<file path="src/rtl/run_seq_pkg.sv">
// ----------------------------------------------------------------------------
// run_seq_pkg
//
// Purpose:
//    Shared type definitions for the run sequencer. Only the state encoding
//    lives here; every size (PC width, memory address width, cycle budget,
//    counter width) comes from the run_sequencer module parameters so that
//    several differently-sized sequencers can coexist in one build.
//
// Contents:
//    seq_state_t  - FSM state encoding (IDLE, CLEAR, BOOT, RUN, DONE)
// ----------------------------------------------------------------------------
package run_seq_pkg;

    // Sequencer phases, in the order a normal run walks through them.
    //    IDLE  : core held in reset, waiting for a request
    //    CLEAR : core held in reset while data memory is zero-filled
    //    BOOT  : core held in reset for a fixed number of cycles
    //    RUN   : core released and advancing
    //    DONE  : core frozen (not reset) so its memory stays readable
    typedef enum logic [2:0] {
        IDLE  = 3'd0,
        CLEAR = 3'd1,
        BOOT  = 3'd2,
        RUN   = 3'd3,
        DONE  = 3'd4
    } seq_state_t;

endpackage : run_seq_pkg

</file>
<file path="src/rtl/run_sequencer.sv">
// ----------------------------------------------------------------------------
// run_sequencer
//
// Purpose:
//    Start/stop controller for the processor core. It sits between the
//    bench-side req/done handshake and the core. A rising edge on req
//    optionally zero-fills data memory, then holds the core in reset for a
//    fixed number of cycles, then releases it. The core then runs until it
//    halts (PC reaches HALT_PC or halt_i is raised) or a cycle budget runs
//    out. The sequencer then reports done, the number of RUN cycles and
//    whether the run ended by timeout.
//
// Parameters:
//    D        - program counter width
//    HALT_PC  - prog_ctr value that marks the end of the program
//    MEM_AW   - data memory address width; clear walks 2**MEM_AW words
//    CLR_MEM  - 1 = zero-fill data memory before each run
//    RST_CYC  - cycles core_rst is held in BOOT (>= 1, <= 2**MEM_AW)
//    MAX_CYC  - RUN-cycle budget before timeout (>= 2)
//    CW       - cycle counter width; must be able to hold MAX_CYC
//
// Ports:
//    clk       in   1       system clock
//    reset     in   1       synchronous, active-high reset
//    req       in   1       run request, acted on at its rising edge only
//    prog_ctr  in   D       core program counter
//    halt_i    in   1       explicit halt from the control decoder
//    core_rst  out  1       synchronous reset to PC/core
//    core_en   out  1       core advance enable
//    clr_we    out  1       data-memory write enable during clear
//    clr_addr  out  MEM_AW  data-memory address during clear (data is 0)
//    busy      out  1       high in CLEAR, BOOT and RUN
//    done      out  1       level, high in DONE
//    timeout   out  1       run ended by budget rather than halt
//    cycles    out  CW      RUN cycles of the last run, saturating
//
// All outputs are registers loaded from the next-state decode, so there is
// no combinational path from any input to any output.
// ----------------------------------------------------------------------------
module run_sequencer
    import run_seq_pkg::*;
#(
    parameter int D       = 12,
    parameter int HALT_PC = 128,
    parameter int MEM_AW  = 8,
    parameter bit CLR_MEM = 1'b0,
    parameter int RST_CYC = 2,
    parameter int MAX_CYC = 4096,
    parameter int CW      = 16
) (
    input  logic              clk,
    input  logic              reset,
    input  logic              req,
    input  logic [D-1:0]      prog_ctr,
    input  logic              halt_i,
    output logic              core_rst,
    output logic              core_en,
    output logic              clr_we,
    output logic [MEM_AW-1:0] clr_addr,
    output logic              busy,
    output logic              done,
    output logic              timeout,
    output logic [CW-1:0]     cycles
);

    // Terminal values for the shared step counter and the run budget,
    // pre-sized so every comparison below is width-matched.
    localparam logic [MEM_AW-1:0] CLR_LAST  = {MEM_AW{1'b1}};
    localparam logic [MEM_AW-1:0] BOOT_LAST = MEM_AW'(RST_CYC - 1);
    localparam logic [CW-1:0]     RUN_LAST  = CW'(MAX_CYC - 1);
    localparam logic [D-1:0]      HALT_VAL  = D'(HALT_PC);

    // State and datapath registers with their next-state values.
    seq_state_t        state_q,   state_d;
    logic [MEM_AW-1:0] cnt_q,     cnt_d;
    logic [CW-1:0]     cycles_q,  cycles_d;
    logic              timeout_q, timeout_d;
    logic              req_q;

    // Registered output copies.
    logic              core_rst_q;
    logic              core_en_q;
    logic              clr_we_q;
    logic              busy_q;
    logic              done_q;

    logic              start;
    logic              halt;
    logic              budget_hit;

    // A run request is a 0->1 transition of req. Holding req high therefore
    // never retriggers a run, which lets the bench leave req asserted while
    // it reads results in DONE.
    assign start = req & ~req_q;

    // The core is finished either when it fetches the halt address or when
    // the decoder flags an explicit halt.
    assign halt = (prog_ctr == HALT_VAL) | halt_i;

    // cycles_q counts completed RUN cycles, so the current RUN cycle is
    // cycles_q+1; the budget is exhausted in the cycle where that equals
    // MAX_CYC.
    assign budget_hit = (cycles_q == RUN_LAST);

    // Next-state logic. The one step counter doubles as the clear address in
    // CLEAR and as the reset-hold timer in BOOT; it is always zero on entry
    // to either state. A new run clears cycles and timeout on the way out of
    // IDLE or DONE so the results of the previous run stay visible until
    // then. In RUN, halt is tested before the budget so a halt landing on
    // the last budgeted cycle still reports a clean finish.
    always_comb begin
        state_d   = state_q;
        cnt_d     = cnt_q;
        cycles_d  = cycles_q;
        timeout_d = timeout_q;

        unique case (state_q)
            IDLE, DONE: begin
                if (start) begin
                    cnt_d     = '0;
                    cycles_d  = '0;
                    timeout_d = 1'b0;
                    state_d   = CLR_MEM ? CLEAR : BOOT;
                end
            end

            CLEAR: begin
                if (cnt_q == CLR_LAST) begin
                    cnt_d   = '0;
                    state_d = BOOT;
                end else begin
                    cnt_d = cnt_q + 1'b1;
                end
            end

            BOOT: begin
                if (cnt_q == BOOT_LAST) begin
                    cnt_d   = '0;
                    state_d = RUN;
                end else begin
                    cnt_d = cnt_q + 1'b1;
                end
            end

            RUN: begin
                if (cycles_q != {CW{1'b1}}) begin
                    cycles_d = cycles_q + 1'b1;
                end
                if (halt) begin
                    timeout_d = 1'b0;
                    state_d   = DONE;
                end else if (budget_hit) begin
                    timeout_d = 1'b1;
                    state_d   = DONE;
                end
            end

            default: begin
                state_d = IDLE;
                cnt_d   = '0;
            end
        endcase
    end

    // State register plus registered Moore outputs. Outputs are decoded from
    // state_d so they line up with state_q in the same cycle while still
    // coming straight out of flops. The core stays in reset everywhere
    // except RUN and DONE; in DONE it is merely frozen so its memories can
    // be inspected.
    always_ff @(posedge clk) begin
        if (reset) begin
            state_q    <= IDLE;
            cnt_q      <= '0;
            cycles_q   <= '0;
            timeout_q  <= 1'b0;
            req_q      <= 1'b0;
            core_rst_q <= 1'b1;
            core_en_q  <= 1'b0;
            clr_we_q   <= 1'b0;
            busy_q     <= 1'b0;
            done_q     <= 1'b0;
        end else begin
            state_q    <= state_d;
            cnt_q      <= cnt_d;
            cycles_q   <= cycles_d;
            timeout_q  <= timeout_d;
            req_q      <= req;
            core_rst_q <= (state_d != RUN) && (state_d != DONE);
            core_en_q  <= (state_d == RUN);
            clr_we_q   <= (state_d == CLEAR);
            busy_q     <= (state_d == CLEAR) || (state_d == BOOT) ||
                          (state_d == RUN);
            done_q     <= (state_d == DONE);
        end
    end

    // Drive the ports from their registers.
    assign core_rst = core_rst_q;
    assign core_en  = core_en_q;
    assign clr_we   = clr_we_q;
    assign clr_addr = cnt_q;
    assign busy     = busy_q;
    assign done     = done_q;
    assign timeout  = timeout_q;
    assign cycles   = cycles_q;

endmodule : run_sequencer

</file>
<file path="config.mk">
export PLATFORM = sky130hd
export DESIGN_NAME = run_sequencer
export DESIGN_NICKNAME = d
export VERILOG_FILES = /design/src/rtl/run_seq_pkg.sv /design/src/rtl/run_sequencer.sv
export SDC_FILE = /design/constraint.sdc
export NUM_CORES = 1
export LEC_CHECK = 0
export ABC_AREA = 1
export CAP_MARGIN = 10
export CORE_MARGIN = 5
export CORE_UTILIZATION = 49
export CTS_CLUSTER_DIAMETER = 200
export DETAILED_ROUTE_END_ITERATION = 8
export PLACE_DENSITY = 0.79
export REMOVE_ABC_BUFFERS = 1
export SLEW_MARGIN = 20
export SYNTH_ARGS = -nofsm -noshare
export SYNTH_HDL_FRONTEND = slang
export SYNTH_SLANG_ARGS = --single-unit
</file>
<file path="constraint.sdc">
create_clock -name clk -period 2.1 [get_ports clk]
set_input_delay 0.42 -clock clk [delete_from_list [all_inputs] [get_ports clk]]
set_output_delay 0.42 -clock clk [all_outputs]
set_load 0.1 [all_outputs]
</file>
==> results of run 1 <==
## per-stage QoR
step           setup WS [ns]  hold WS [ns]  area [µm²]  util (%)  total power (W)
2_1_floorplan         -0.277         0.489        1910         -         0.000875
3_3_place_gp           0.228         0.523        2360      62.9         0.000957
3_5_place_dp           0.176         0.528        2360      62.9         0.000961
4_1_cts                0.304         0.539        2490      66.6          0.00169
5_1_grt                0.148         0.574        2490      66.6          0.00175
6_report               0.310         0.539        2490      66.6          0.00168
## state kept, by name, summed over array words and instances, names as in the netlist
| register | count |
|---|---|
| core_en | 1 |
| clr_we | 1 |
| clr_addr | 8 |
| state_q | 3 |
| busy | 1 |
| cycles | 16 |
| core_rst | 1 |
| done | 1 |
| timeout | 1 |
| req_q | 1 |
## final cells by class
class	instances	area, µm²	share of cell area, %
tap	48	60.1	2.41
inverter	44	165	6.62
timing repair buffer	47	390	15.7
clock inverter	3	68.8	2.76
sequential	34	681	27.3
multi-input combinational	219	1060	42.5
clock buffer	5	68.8	2.76
## cells by family (layout without fill, tap and decap cells)
group,count (synthesis),count (layout)
adder cells (fa/ha/maj),3,3
AND/OR/NAND/NOR,185,185
buffers and inverters,48,99
XOR/XNOR,5,5
AO/OA/AOI/OAI,26,26
flip-flops,34,34
## worst max path at each step
| stage | end | slack [ns] | depth (start not counted) |
|---|---|---|---|
| finish | cycles[6]$_SDFFE_PP0P_ | 0.31 | 8 |
| global route | cycles[6]$_SDFFE_PP0P_ | 0.15 | 8 |
| global placement | cycles[15]$_SDFFE_PP0P_ | 0.23 | 9 |
| CTS | cycles[6]$_SDFFE_PP0P_ | 0.30 | 8 |
| detailed placement | cycles[11]$_SDFFE_PP0P_ | 0.18 | 9 |
| floorplan | cycles[7]$_SDFFE_PP0P_ | -0.28 | 8 |
## worst register-to-register path: cells and delay by family, from the launching register on
family	cells	cell delay, ns
adders and majority gates	1	0.26
DFF	1	0.41
AOI/OAI and AO/OA	2	0.50
and+or+nand+nor	5	0.51
## cell usage in the layout (no fill, tap or decap)
| cell | Yosys | final |
|---|---|---|
| o21a_1 | 1 | 1 |
| clkbuf_8 | 0 | 5 |
| clkdlybuf4s50_1 | 0 | 15 |
| nand3_2 | 1 | 1 |
| buf_4 | 0 | 32 |
| nor2_2 | 1 | 1 |
| inv_1 | 41 | 41 |
| nand2_1 | 75 | 75 |
| nand3_1 | 20 | 20 |
| and2_1 | 2 | 2 |
| nor3_2 | 1 | 1 |
| xnor2_1 | 1 | 1 |
| nand2_2 | 5 | 5 |
| bufinv_16 | 0 | 2 |
| nor2_4 | 1 | 1 |
| nor2_1 | 56 | 56 |
| inv_2 | 3 | 3 |
| nand3_4 | 2 | 2 |
| clkinv_4 | 0 | 1 |
| o21ai_0 | 8 | 8 |
| xor2_1 | 4 | 4 |
| ha_1 | 3 | 3 |
| a21oi_1 | 15 | 15 |
| nand4_1 | 9 | 9 |
| or2_2 | 3 | 3 |
| o211ai_1 | 1 | 1 |
| o21bai_4 | 1 | 1 |
| dfxtp_1 | 34 | 34 |
| nor3_1 | 8 | 8 |
| and3_1 | 1 | 1 |
## metal layers
metal,vias to the layer above,track usage (%),routed length [µm]
li1,1045,-,-
met1,899,23.4,2240
met2,57,30.8,2290
met3,6,4.41,263
met4,0,5.53,52
met5,-,0,0
## where the power goes
part | switching [W] | internal (W) | leakage [nW]
Sequential | 0.0000130 | 0.000660 | 0.275
Clock | 0.000260 | 0.000476 | 0.0683
Combinational | 0.000190 | 0.0000839 | 0.754
==> results.py, run 1 <==
metrics = {
    "routing": {
        "mean_number_of_vias_per_cell": 5.02,
        "routed-via-count": 2007,
        "postRouteAntennaNets": 0,
        "drt_first_iter_violations": 149,
        "routed_wire_length_per_instance_um": 12.1,
        "dr.pass1.iters": 4,
        "route.final.wire_length_um": 4840,
        "detail_route.drc_violations": 0,
    },
    "critical_path": {
        "crit_type": "flop to flop",
        "path_buf_inv": 0,
        "start_kind": "flop",
        "highest_cell_delay_on_the_worst_timing_path_ns": 0.41,
        "regToRegEndpoint": "cycles[6]$_SDFFE_PP0P_",
        "r2r_slack_ns": 0.31,
        "setup.worst_path.end_class": "flop",
        "cells_traversed_along_the_worst_timing_path": "ha_1 > nand3_4 > nor2_4 > nand2_2 > o21bai_4 > o21ai_0 > nand2_1 > nor2_1",
        "timing.critical_path.slowest_stage_cell": "dfxtp_1",
        "reg2reg_depth": 8,
        "crit_path_start": "cycles[1]$_SDFFE_PP0P_",
        "critical_path.top_delay_family": "simple AND/OR/NAND/NOR gates",
        "worstPathRequired_ns": 2.29,
        "critical_path.reg2reg.startpoint": "cycles[1]$_SDFFE_PP0P_",
        "worst-endpoint-arrival_ns": 1.98,
        "timing.critical_path.fanout_max": 16,
    },
    "synth": {
        "synth.largest_area_cell": "dfxtp_1",
        "post_synth.cell_area_avg_um2": 6.41,
        "dominantRegCellSynth": "dfxtp_1",
        "synthCells": 301,
        "mappedNetlistArea_mm2": 0.00193,
        "synth_async_sr_flop_share_pct": 0,
        "synthSimpleGateAreaFrac_pct": 43.0,
        "synth_compound_gate_area_share_pct": 7.72,
        "synth_xor_xnor_area_share_pct": 2.27,
        "ys_seq_elements": 34,
        "post_synth_main_area_contributors": "dfxtp_1, nand2_1, nor2_1, inv_1, nand3_1",
        "yosys-top-cells-count": "nand2_1, nor2_1, inv_1, dfxtp_1, nand3_1",
        "post_synth_mux_area_share_pct": 0,
        "dominant_combinational_cell_family_by_area_after_synthesis": "simple AND/OR/NAND/NOR gates",
        "synth_sequential_area_ratio_pct": 35.3,
        "synthDistinctLibCells": 27,
        "post-synth-top-area-fraction_pct": 35.3,
        "yosysMostFrequentCell": "nand2_1",
        "synth_edf_count": 0,
        "synth_fa_ha_area_share_pct": 1.95,
        "ys_warn_count": 0,
    },
    "clocking": {
        "htree_num_levels": 2,
        "cts.repair.resized": 0,
        "number_of_clock_sinks": 34,
        "numCtsBuffers": 5,
        "clock_tree_from_tritoncts": "built",
        "cts.path.max_buffers": 2,
        "cts_hold_buf": 0,
        "clock-root-buffer": "clkbuf_8",
        "clk-insertion-delay-late_ns": 0.29,
        "cts_setup_buffers": 0,
        "clk_pin_slew_ns": 0.08,
    },
    "final_layout": {
        "finalNetCount": 370,
        "diodes": 0,
        "syn_to_final_growth_pct": 29.3,
        "fillCellCount": 349,
        "final_cell_count_without_fillers": 400,
        "post_route_cells_drive_above_1_share_pct": 16.5,
    },
    "timing": {
        "timing.max_slew.rel_slack_pct": 69.8,
        "timing.clock.skew_ns": 0.00861,
        "timing_max_transition_violations_final": 0,
        "clock.fmax_mhz": 559,
        "setup_tns_ns": 0,
        "timing.final.hold_violations": 0,
        "grt_setup_unrepaired": "no",
        "finalWorstPathRequiredPeriod_ns": 1.79,
        "finalSetupViolations": 0,
        "worst_slew_pin_slew_ns": 0.452,
        "share_of_the_clock_period_used_by_the_worst_path_pct": 85.2,
    },
    "pwr": {
        "vdd_ir_drop_max_mv": 0.554,
        "leakagePower_nw": 1.10,
        "power_density_mw_per_mm2": 675,
    },
    "grt": {
        "grt_first_pass_wirelength_um": 7710,
        "gr-usage-all-layers_pct": 18.4,
        "grt.overflow.total": 0,
        "grt_pass1_vias": 1730,
        "antenna_violations_before_repair": 0,
        "largest_net_degree_at_the_start_of_global_routing": 17,
    },
    "floorplan": {
        "floorplan.io_pins": 46,
        "fp.dieW_um": 72.7,
        "rows": 22,
        "coreArea_mm2": 0.00374,
        "initial_core_util_pct": 51.5,
        "die-height_um": 72.7,
        "fp.dieArea_mm2": 0.00529,
    },
    "place": {
        "place.gp.congestion": 0.880,
        "placement.io_buffers": 45,
        "dpl.cell_count": 392,
        "dpl.hpwl_um": 3560,
    },
    "worst_hold_path": {
        "hold_path_end": "cycles[1]$_SDFFE_PP0P_",
        "hold_path_class": "flop to flop",
        "min-delay-start": "cycles[1]$_SDFFE_PP0P_",
        "worst_hold_path.num_cells": 2,
    },
    "job": {
        "max_cap_violations": 0,
    },
    "outcome": {
        "status": "finished clean",
    },
}
No activity file was read; power rests on OpenSTA's default activity.
==> inputs of run 2 (changes only) <==
- clock period: 2.1 -> 1.95 ns (I/O delays scaled with it)
==> run 2 against run 1 <==
Cell area up 12%; hold slack worse by 0.0034 ns; clock skew down 0.0024 ns; critical endpoint is now cycles[7]$_SDFFE_PP0P_.
==> results.py, run 2 (synthesized netlist as in run 1, its figures left out) <==
metrics = {
    "outcome": {
        "status": "finished clean",
    },
    "critical_path": {
        "regToRegEndpoint": "cycles[7]$_SDFFE_PP0P_",
        "critical_path.top_delay_family": "compound AO/OA/AOI/OAI gates",
        "cells_traversed_along_the_worst_timing_path": "nand2_2 > nor2_4 > nand2_2 > o21bai_4 > nor2_1 > o21ai_0 > nor2_1",
        "worst-endpoint-arrival_ns": 1.90,
        "start_kind": "flop",
        "path_buf_inv": 0,
        "critical_path.reg2reg.startpoint": "cycles[4]$_SDFFE_PP0P_",
        "highest_cell_delay_on_the_worst_timing_path_ns": 0.53,
        "r2r_slack_ns": 0.24,
        "timing.critical_path.fanout_max": 16,
        "timing.critical_path.slowest_stage_cell": "dfxtp_1",
        "reg2reg_depth": 7,
        "setup.worst_path.end_class": "flop",
        "crit_type": "flop to flop",
        "worstPathRequired_ns": 2.14,
        "crit_path_start": "cycles[4]$_SDFFE_PP0P_",
        "cp_num_cells": 7,
    },
    "final_layout": {
        "post_route_cells_drive_above_1_share_pct": 19.2,
        "post-route-cell-area_mm2": 0.00280,
        "syn_to_final_growth_pct": 45.4,
        "largest_reg_flops": 16,
        "layout.core_utilization_pct": 74.9,
        "finalNetCount": 382,
        "layout.cells.most_common": "nand2_1",
        "diodes": 0,
        "most-common-layout-cells": "nand2_1, nor2_1, inv_1, dfxtp_1, buf_4",
    },
    "floorplan": {
        "floorplan.io_pins": 46,
        "initial_core_util_pct": 51.5,
        "fp.dieArea_mm2": 0.00529,
        "fp.dieW_um": 72.7,
        "rows": 22,
        "die-height_um": 72.7,
        "coreArea_mm2": 0.00374,
    },
    "timing": {
        "timing.clock.skew_ns": 0.00625,
        "timing.max_slew.rel_slack_pct": 70.2,
        "finalSetupViolations": 0,
        "timing_max_transition_violations_final": 0,
        "share_of_the_clock_period_used_by_the_worst_path_pct": 87.5,
        "clock.fmax_mhz": 586,
        "worst_slew_pin_slew_ns": 0.443,
        "timing.final.hold_violations": 0,
        "setup_slack_ns": 0.243,
        "finalWorstPathRequiredPeriod_ns": 1.71,
        "grt_setup_unrepaired": "no",
    },
    "routing": {
        "routed-via-count": 2038,
        "dr.pass1.iters": 5,
        "routed_wire_length_per_instance_um": 12.3,
        "mean_number_of_vias_per_cell": 4.95,
        "postRouteAntennaNets": 0,
        "route.final.wire_length_um": 5060,
        "detail_route.drc_violations": 0,
        "drt_first_iter_violations": 159,
    },
    "place": {
        "placement.io_buffers": 45,
        "placed_cell_area_mm2": 0.00271,
        "dpl.hpwl_um": 3910,
        "pre_cts_slack_ns": 0.120,
        "place.gp.congestion": 0.869,
    },
    "clocking": {
        "number_of_clock_sinks": 34,
        "clk_pin_slew_ns": 0.07,
        "htree_num_levels": 2,
        "clock-root-buffer": "clkbuf_8",
        "numCtsBuffers": 5,
        "cts.path.max_buffers": 2,
        "clk-insertion-delay-late_ns": 0.29,
        "clock_tree_from_tritoncts": "built",
        "cts_setup_buffers": 0,
        "cts_hold_buf": 0,
        "cts.repair.resized": 0,
    },
    "grt": {
        "largest_net_degree_at_the_start_of_global_routing": 17,
        "grt.overflow.total": 0,
        "gr-usage-all-layers_pct": 20.4,
        "antenna_violations_before_repair": 0,
        "grt_pass1_vias": 1867,
        "grt_first_pass_wirelength_um": 8470,
    },
    "pwr": {
        "leakagePower_nw": 1.20,
        "vdd_ir_drop_max_mv": 0.720,
        "finalPower_w": 0.00160,
        "power_density_mw_per_mm2": 570,
    },
    "worst_hold_path": {
        "min-delay-start": "cycles[12]$_SDFFE_PP0P_",
        "hold_path_end": "cycles[12]$_SDFFE_PP0P_",
        "worst_hold_path.num_cells": 2,
        "hold_path_class": "flop to flop",
    },
    "job": {
        "max_cap_violations": 0,
    },
}
-- run 2: worst max-delay path by stage --
stage,end,slack [ns]
finish,cycles[7]$_SDFFE_PP0P_,0.24
global route,busy$_SDFF_PP0_,0.1
CTS,cycles[7]$_SDFFE_PP0P_,0.29
detailed placement,clr_addr[7]$_SDFFE_PP0P_,0.12
global placement,clr_addr[7]$_SDFFE_PP0P_,0.12
floorplan,cycles[7]$_SDFFE_PP0P_,-0.43
-- run 2: per-layer routing --
metal  wire length (µm)  up-vias  GRT usage (%)
li1                   -     1066              -
met1               2230      896           25.7
met2               2400       63           32.5
met3                290       13           4.13
met4                136        0           10.9
met5                  0        -              0
-- run 2: area by class of cell --
type	count	area, µm²
Multi-Input combinational cell	219	1060
Sequential cell	34	681
Inverter	44	165
Clock inverter	2	12.5
Timing Repair Buffer	59	743
Clock buffer	6	82.6
Fill cell	283	940
Tap cell	48	60.1
-- run 2: tightest hold or removal path, stage by stage, from the launching register on --
cell and delay (ns):
dfxtp_1 0.36, nand2_2 0.08, a21oi_1 0.06
-- run 2: through the flow --
stage / instances / hold slack, ns / setup TNS [ns]
global route: 412 / 0.557 / 0
global placement: 404 / 0.510 / 0
finish: 412 / 0.536 / 0
detailed placement: 404 / 0.526 / 0
floorplan: 297 / 0.459 / -9.85
CTS: 412 / 0.536 / 0
-- run 2: power breakdown --
part           internal [W]  switching (W)  leakage, nW
registers          0.000711      0.0000105        0.275
logic              0.000114       0.000213        0.875
clock network      0.000284       0.000265       0.0472
total               0.00111       0.000488         1.20
